$ cat src/rtl/apb_regfile_slave.sv
// APB4 register-file slave: DEPTH read/write registers of DATA_W bits with
// byte-strobe writes, programmable wait states and PSLVERR on bad addresses.
module apb_regfile_slave #(
    parameter int ADDR_W      = 8,
    parameter int DATA_W      = 32,
    parameter int DEPTH       = 16,
    parameter int WAIT_STATES = 0
) (
    input  logic                  PCLK,
    input  logic                  PRESET,
    input  logic                  PSEL,
    input  logic                  PENABLE,
    input  logic                  PWRITE,
    input  logic [ADDR_W-1:0]     PADDR,
    input  logic [DATA_W-1:0]     PWDATA,
    input  logic [DATA_W/8-1:0]   PSTRB,
    input  logic [2:0]            PPROT,
    output logic [DATA_W-1:0]     PRDATA,
    output logic                  PREADY,
    output logic                  PSLVERR
);

    localparam int NB    = DATA_W / 8;
    localparam int LSB   = $clog2(NB);
    localparam int IDX_W = (DEPTH > 1) ? $clog2(DEPTH) : 1;

    // Low address bits that must be zero for a word-aligned access.
    localparam logic [ADDR_W-1:0] LSB_MASK  = ADDR_W'((1 << LSB) - 1);
    // One extra bit so DEPTH == 2^(ADDR_W-LSB) still fits.
    localparam logic [ADDR_W:0]   DEPTH_LIM = (ADDR_W + 1)'(DEPTH);
    localparam logic [3:0]        WAIT_LD   = 4'(WAIT_STATES);

    // DONE is the single cycle in which PREADY is high.
    typedef enum logic [1:0] {
        ST_IDLE,
        ST_ACCESS,
        ST_DONE
    } state_t;

    state_t              state_q,   state_d;
    logic [3:0]          wcnt_q,    wcnt_d;
    logic [IDX_W-1:0]    idx_q,     idx_d;
    logic                write_q,   write_d;
    logic [DATA_W-1:0]   wdata_q,   wdata_d;
    logic [NB-1:0]       strb_q,    strb_d;
    logic                err_q,     err_d;
    logic [DATA_W-1:0]   prdata_q,  prdata_d;
    logic                pready_q,  pready_d;
    logic                pslverr_q, pslverr_d;
    logic [DATA_W-1:0]   regs_q [DEPTH];
    logic [DATA_W-1:0]   regs_d [DEPTH];

    logic [ADDR_W-1:0]   addr_idx;
    logic                req_err;
    logic                unused_pprot;

    // Protection attributes carry no meaning for this register bank.
    assign unused_pprot = ^PPROT;

    // Decode the live bus address: word index plus alignment/range error.
    always_comb begin
        addr_idx = PADDR >> LSB;
        req_err  = (|(PADDR & LSB_MASK)) | ({1'b0, addr_idx} >= DEPTH_LIM);
    end

    // Transfer sequencing, response generation and register write-back.
    always_comb begin
        state_d   = state_q;
        wcnt_d    = wcnt_q;
        idx_d     = idx_q;
        write_d   = write_q;
        wdata_d   = wdata_q;
        strb_d    = strb_q;
        err_d     = err_q;
        prdata_d  = prdata_q;
        pready_d  = pready_q;
        pslverr_d = pslverr_q;
        regs_d    = regs_q;

        case (state_q)
            ST_IDLE: begin
                // An access phase without a preceding setup is ignored.
                if (PSEL && !PENABLE) begin
                    idx_d   = addr_idx[IDX_W-1:0];
                    write_d = PWRITE;
                    wdata_d = PWDATA;
                    strb_d  = PSTRB;
                    err_d   = req_err;
                    wcnt_d  = WAIT_LD;
                    if (WAIT_LD == 4'd0) begin
                        // Zero-wait: respond in the very first access cycle.
                        state_d   = ST_DONE;
                        pready_d  = 1'b1;
                        pslverr_d = req_err;
                        prdata_d  = (req_err || PWRITE) ? '0
                                                        : regs_q[addr_idx[IDX_W-1:0]];
                    end else begin
                        state_d = ST_ACCESS;
                    end
                end
            end

            ST_ACCESS: begin
                if (!PSEL || !PENABLE) begin
                    // Master abandoned the transfer: no response, no write.
                    state_d = ST_IDLE;
                end else if (wcnt_q > 4'd1) begin
                    wcnt_d = wcnt_q - 4'd1;
                end else begin
                    wcnt_d    = 4'd0;
                    state_d   = ST_DONE;
                    pready_d  = 1'b1;
                    pslverr_d = err_q;
                    prdata_d  = (err_q || write_q) ? '0 : regs_q[idx_q];
                end
            end

            ST_DONE: begin
                // The write lands on the edge that closes the PREADY cycle.
                if (write_q && !err_q) begin
                    for (int b = 0; b < NB; b++) begin
                        if (strb_q[b]) begin
                            regs_d[idx_q][8*b +: 8] = wdata_q[8*b +: 8];
                        end
                    end
                end
                pready_d  = 1'b0;
                pslverr_d = 1'b0;
                prdata_d  = '0;
                state_d   = ST_IDLE;
            end

            default: begin
                state_d = ST_IDLE;
            end
        endcase
    end

    // State, response and register storage with synchronous reset.
    always_ff @(posedge PCLK) begin
        if (PRESET) begin
            state_q   <= ST_IDLE;
            wcnt_q    <= 4'd0;
            idx_q     <= '0;
            write_q   <= 1'b0;
            wdata_q   <= '0;
            strb_q    <= '0;
            err_q     <= 1'b0;
            prdata_q  <= '0;
            pready_q  <= 1'b0;
            pslverr_q <= 1'b0;
            for (int i = 0; i < DEPTH; i++) begin
                regs_q[i] <= '0;
            end
        end else begin
            state_q   <= state_d;
            wcnt_q    <= wcnt_d;
            idx_q     <= idx_d;
            write_q   <= write_d;
            wdata_q   <= wdata_d;
            strb_q    <= strb_d;
            err_q     <= err_d;
            prdata_q  <= prdata_d;
            pready_q  <= pready_d;
            pslverr_q <= pslverr_d;
            for (int i = 0; i < DEPTH; i++) begin
                regs_q[i] <= regs_d[i];
            end
        end
    end

    assign PRDATA  = prdata_q;
    assign PREADY  = pready_q;
    assign PSLVERR = pslverr_q;

endmodule

$ cat config.mk
export PLATFORM = sky130hd
export DESIGN_NAME = apb_regfile_slave
export DESIGN_NICKNAME = d
export VERILOG_FILES = /design/src/rtl/apb_regfile_slave.sv
export SDC_FILE = /design/constraint.sdc
export NUM_CORES = 1
export LEC_CHECK = 0
export ABC_AREA = 1
export BUFFER_PORTS_ARGS = -buffer_cell sky130_fd_sc_hd__buf_2
export CELL_PAD_IN_SITES_DETAIL_PLACEMENT = 1
export CELL_PAD_IN_SITES_GLOBAL_PLACEMENT = 2
export CORE_MARGIN = 2
export CORE_UTILIZATION = 39
export DETAILED_ROUTE_END_ITERATION = 8
export GPL_ROUTABILITY_DRIVEN = 0
export PLACE_DENSITY_LB_ADDON = 0.1
export SLEW_MARGIN = 20
export SYNTH_ARGS = -nofsm -noshare
export SYNTH_HDL_FRONTEND = slang
export SYNTH_SLANG_ARGS = --single-unit
$ cat constraint.sdc
create_clock -name PCLK -period 4.3 [get_ports PCLK]
set_input_delay 1.29 -clock PCLK [delete_from_list [all_inputs] [get_ports PCLK]]
set_output_delay 1.29 -clock PCLK [all_outputs]
set_load 0.02 [all_outputs]
* Word-level counts from Yosys, hierarchy flattened
Cells that the tools add are included.
Widths: inputs -> output; s select.
** Word-level totals
- Register bits after elaboration :: 594
- Output and inout bits :: 34
- Logic and storage cells :: 109
** Operators by class
- Add/subtract/negate cells :: 1
- Order comparisons :: 5
- Eq/ne operators :: 6
- Mux-type cells :: 50
- Bitwise logic cells :: 3
- Reduce and logical (&&, ||, !) cells :: 18
** Operator list (count)
- $mux 512 :: 10
- $bwmux 512 :: 4
- $demux 32 s4 :: 4
- $mux 32 :: 10
- $bmux 32 s4 :: 2
- $pmux 32 s3 :: 1
- $mux 24 :: 1
- $mux 16 :: 1
- $mux 4 :: 3
- $ge 5x5->1 const B :: 2
- $not 4->5 :: 2
- $mux 8 :: 1
- $pmux 4 s2 :: 1
- $ge 6x5->1 const B :: 1
- $mux 1 :: 6
- $mux 2 :: 3
- $ne 2x2->1 const B :: 3
- $pmux 1 s3 :: 2
- $reduce_and 2->1 :: 3
- $lt 5x1->1 const B :: 1
- $gt 4x1->1 const B :: 1
- $pmux 2 s2 :: 1
- $reduce_and 4->1 :: 1
- $sub 4x1->4 const B :: 1
- 12 further kinds :: 18

* Depth between registers and ports, before layout
- Depth after elaboration :: 19
- Mapped depth :: 11

* Worst setup path after synthesis
Ideal clock, no wire load.
- Path kind :: input port to flip-flop
- Start point :: input PADDR[2]
- End point :: register prdata_q[10] (netlist: PRDATA[10])
- Setup time :: 0.132 ns
- Arrival time :: 2.235 ns
- Data required time :: 4.168 ns
- Setup slack :: 1.932 ns
- Stages :: 11
- Path buffers :: 3
- Cells stage by stage :: buf_4 > inv_2 > buf_2 > buf_4 > nand2_1 > nand3_1 > nand3_1 > nand3_1 > nand2_1 > nand2_1 > a21oi_1
** On the way
- Cells in the longest elaborated chain, start to end :: 7
- Elaborated cells on any way between the ends :: 10
** Ends and longest elaborated chain
- start, declared :: RTL line 14 : input logic [ADDR_W-1:0] PADDR,
- $not 4->5 (implied by the code) :: RTL line 96 : : regs_q[addr_idx[IDX_W-1:0]];
- $bmux 32 s4 :: RTL line 96
- $mux 32 (implied by the code) (2 in series) :: RTL line 96
- $mux 32 (*) :: RTL line 95 : prdata_d = (req_err || PWRITE) ? '0
- $mux 32 (*) :: RTL line 83 : if (PSEL && !PENABLE) begin
- $pmux 32 s3 (*) :: RTL line 80 : case (state_q)
- end signal, assigned :: RTL line 163 : prdata_q <= prdata_d;
- end, declared :: RTL line 47 : logic [DATA_W-1:0] prdata_q, prdata_d;
Every way passes the cells marked *; elsewhere a longest branch is shown, timed or not. The select of a mux whose other input is x is not followed.
A chain may end at the register's enable or synchronous reset.

* Final worst setup path
- Start point :: input PADDR[2]
- End point :: register prdata_q[27] (netlist: PRDATA[27])
The elaborated chain is that of the path after synthesis.

==> impl_metrics.toml <==
[status]
outcome = "finished clean"

[synthesis]
yosysWarnings = 0
yosysSeqAreaShare_pct = 47.39
syn_nets = 3464
syn_inst = 3412
netlist_top_cells_area = "dfxtp_1, o21ai_0, a21oi_1, nand2_1, inv_1"
synth_cell_types = 22
synth-seq-cells = 588
synth_top_area_cell = "dfxtp_1"
avgSynthCellArea_um2 = 7.280
yosysTopAreaCellShare_pct = 47.39
syn-cell-area_um2 = 24840

[floorplanning]
die_w_um = 256.4
die-area_um2 = 65730
core_area_um2 = 62970
dieHeight_um = 256.4
start_util_pct = 39.45
io_pins = 86
row_count = 92

[finish]
seq_area_um2 = 11770
diodes = 0
fin_util_pct = 43.97
area_delta_synth_final_pct = 11.44
fillers = 7844
fin_nets = 3385
drive_gt1_share_pct = 6.925
multi_input_area_um2 = 10350

[critical_path]
path_cells = "buf_8, buf_12, a21oi_1, o21ai_0, nand3_1, nand2_1, nand2_1, nand2_1, o21ai_0"
crit_top_cell = "nand2_1"
crit_family = "buffers and inverters"
setup.worst_path.class = "input pin to register"
start_kind = "input pin"
cp_data_arrival_time_ns = 3.23
cp_num_buf_inv = 2
crit_path_end_kind = "register"
critPathRequiredTime_ns = 4.78
cpPeakStageDelay_ns = 0.70
cpMaxStageDelayCell = "buf_12"
critPathMaxFanout = 220

[global_route]
grt_pass1_wl_um = 133200
grt_overflow_total = 0
grt_use_total_pct = 25.39
grt_pass1_vias = 23790
antenna_found_initial = 1
grt_max_degree = 221

[clock_tree]
clk_pin_slew_ns = 0.06
clockBufferDepth = 3
ctsHoldBuffers = 0
cts_made_buffers = 68
root_buffer = "clkbuf_16"
cts_resized = 0
clk_latency_ns = 0.60
h-tree-depth = 3
tritoncts = "done"
clkSinkCount = 588
post-cts-setup-buffer-count = 0

[routing]
drt-total-wl_um = 84520
ant_nets = 0
drt_iter0_drc = 1381
drc = 0
drt_pass1_iterations = 5
wl_per_cell_um = 20.00
routed_via_density = 5.450
vias = 23030

[sta]
period_minus_slack_ns = 2.757
rsz0062_at_grt = "no"
setup_tns_ns = 0
layout_setup_ws_ns = 1.543
worstMarginPinSlew_ns = 1.034
slew_headroom_pct = 31.07
maxSlewViolCount = 0
finalSetupViolations = 0
final_hold_viol_count = 0
whs_ns = 0.4491
timing.fmax_mhz = 362.7
clock-skew-final_ns = 0.01838
post-route-period-util_pct = 64.11

[placement]
hpwlAfterDp_um = 50310
dp_slack_ns = 0.9391
portBuffers = 82

[power]
vdd_ir_drop_max_v = 0.0002565
power_density_nw_per_um2 = 432.4
total_leakage_power_nw = 10.47

[job]
drv_cap = 0

[min_path]
hp-class = "register to register"
-- cell type report --
type                    count  share of cell area, %
flip-flops and latches    588                  42.52
repair buffers            106                  2.599
clock buffers             108                  7.652
inverters                 421                  5.736
multi-input cells        2148                  37.39
clock inverters             8                 0.2757
well taps                 846                  3.824
-- power by group --
part / switching, mW / leakage, nW / internal (mW) / total [mW]
registers: 0.0586 / 4.74 / 5.47 / 5.53
logic: 0.515 / 4.65 / 0.197 / 0.713
clock network: 2.30 / 1.08 / 3.42 / 5.73
-- final timing paths --
kind	start	to	slack, ns	cells past startpoint
worst min register to register	regs_q[172]$_SDFFE_PP0P_	regs_q[172]$_SDFFE_PP0P_	0.45	2
worst max-delay path	PADDR[2]	PRDATA[27]$_SDFFE_PP0P_	1.54	9
worst min-delay path	regs_q[172]$_SDFFE_PP0P_	regs_q[172]$_SDFFE_PP0P_	0.45	2
worst max register to register	idx_q[3]$_SDFFE_PP0P_	regs_q[157]$_SDFFE_PP0P_	1.90	7
-- cell families after synthesis --
family,Yosys count,synth area share (%)
simple gates,778,13.22
buf+inv,676,11.00
flops,588,47.39
compound gates,1370,28.39
-- tightest hold or removal path: cells and delay by family, from the launching register on --
| kind | cells | cell delay (ns) |
|---|---|---|
| buffers and inverters | 1 | 0.06 |
| DFF | 1 | 0.29 |
| AOI/OAI and AO/OA | 1 | 0.05 |
-- cells in the mapped netlist (all sizes together) --
cell type / number
dfxtp: 588
clkbuf: 136
o211ai: 76
o21ai: 669
nand3: 234
nor4: 1
clkinv: 23
buf: 119
o22ai: 4
nor3: 1
nand2: 509
a21oi: 621
nor2: 33
inv: 398
-- stage by stage --
step,std cells,total power [mW],area (um2)
floorplan,3412,6.100,24840
global placement,4109,6.343,25490
detailed placement,4109,6.363,25490
CTS,4225,12.11,27680
global route,4225,12.44,27680
finish,4225,11.97,27680
-- registers in the layout, summed over array words and instances (netlist names) --
register  count
regs_q      512
PRDATA       32
wdata_q      32
idx_q         4
strb_q        4
PREADY        1
PSLVERR       1
err_q         1
write_q       1
-- cells in the final DEF (no fill, tap or decap), drive strengths merged --
cell	instances
a21oi	621
buf	106
bufinv	1
clkbuf	108
clkinv	29
dfxtp	588
inv	399
nand2	509
nand3	234
nor2	33
nor3	1
nor4	1
o211ai	76
o21ai	669
o22ai	4
-- routing by layer --
metal	vias to the layer above	track usage [%]	wire, um
li1	11210	-	-
met1	11360	32.65	38750
met2	333	43.96	40600
met3	128	3.213	2800
met4	2	8.479	2350
met5	-	0	8
Note: power is estimated with default switching activity, not from simulation.
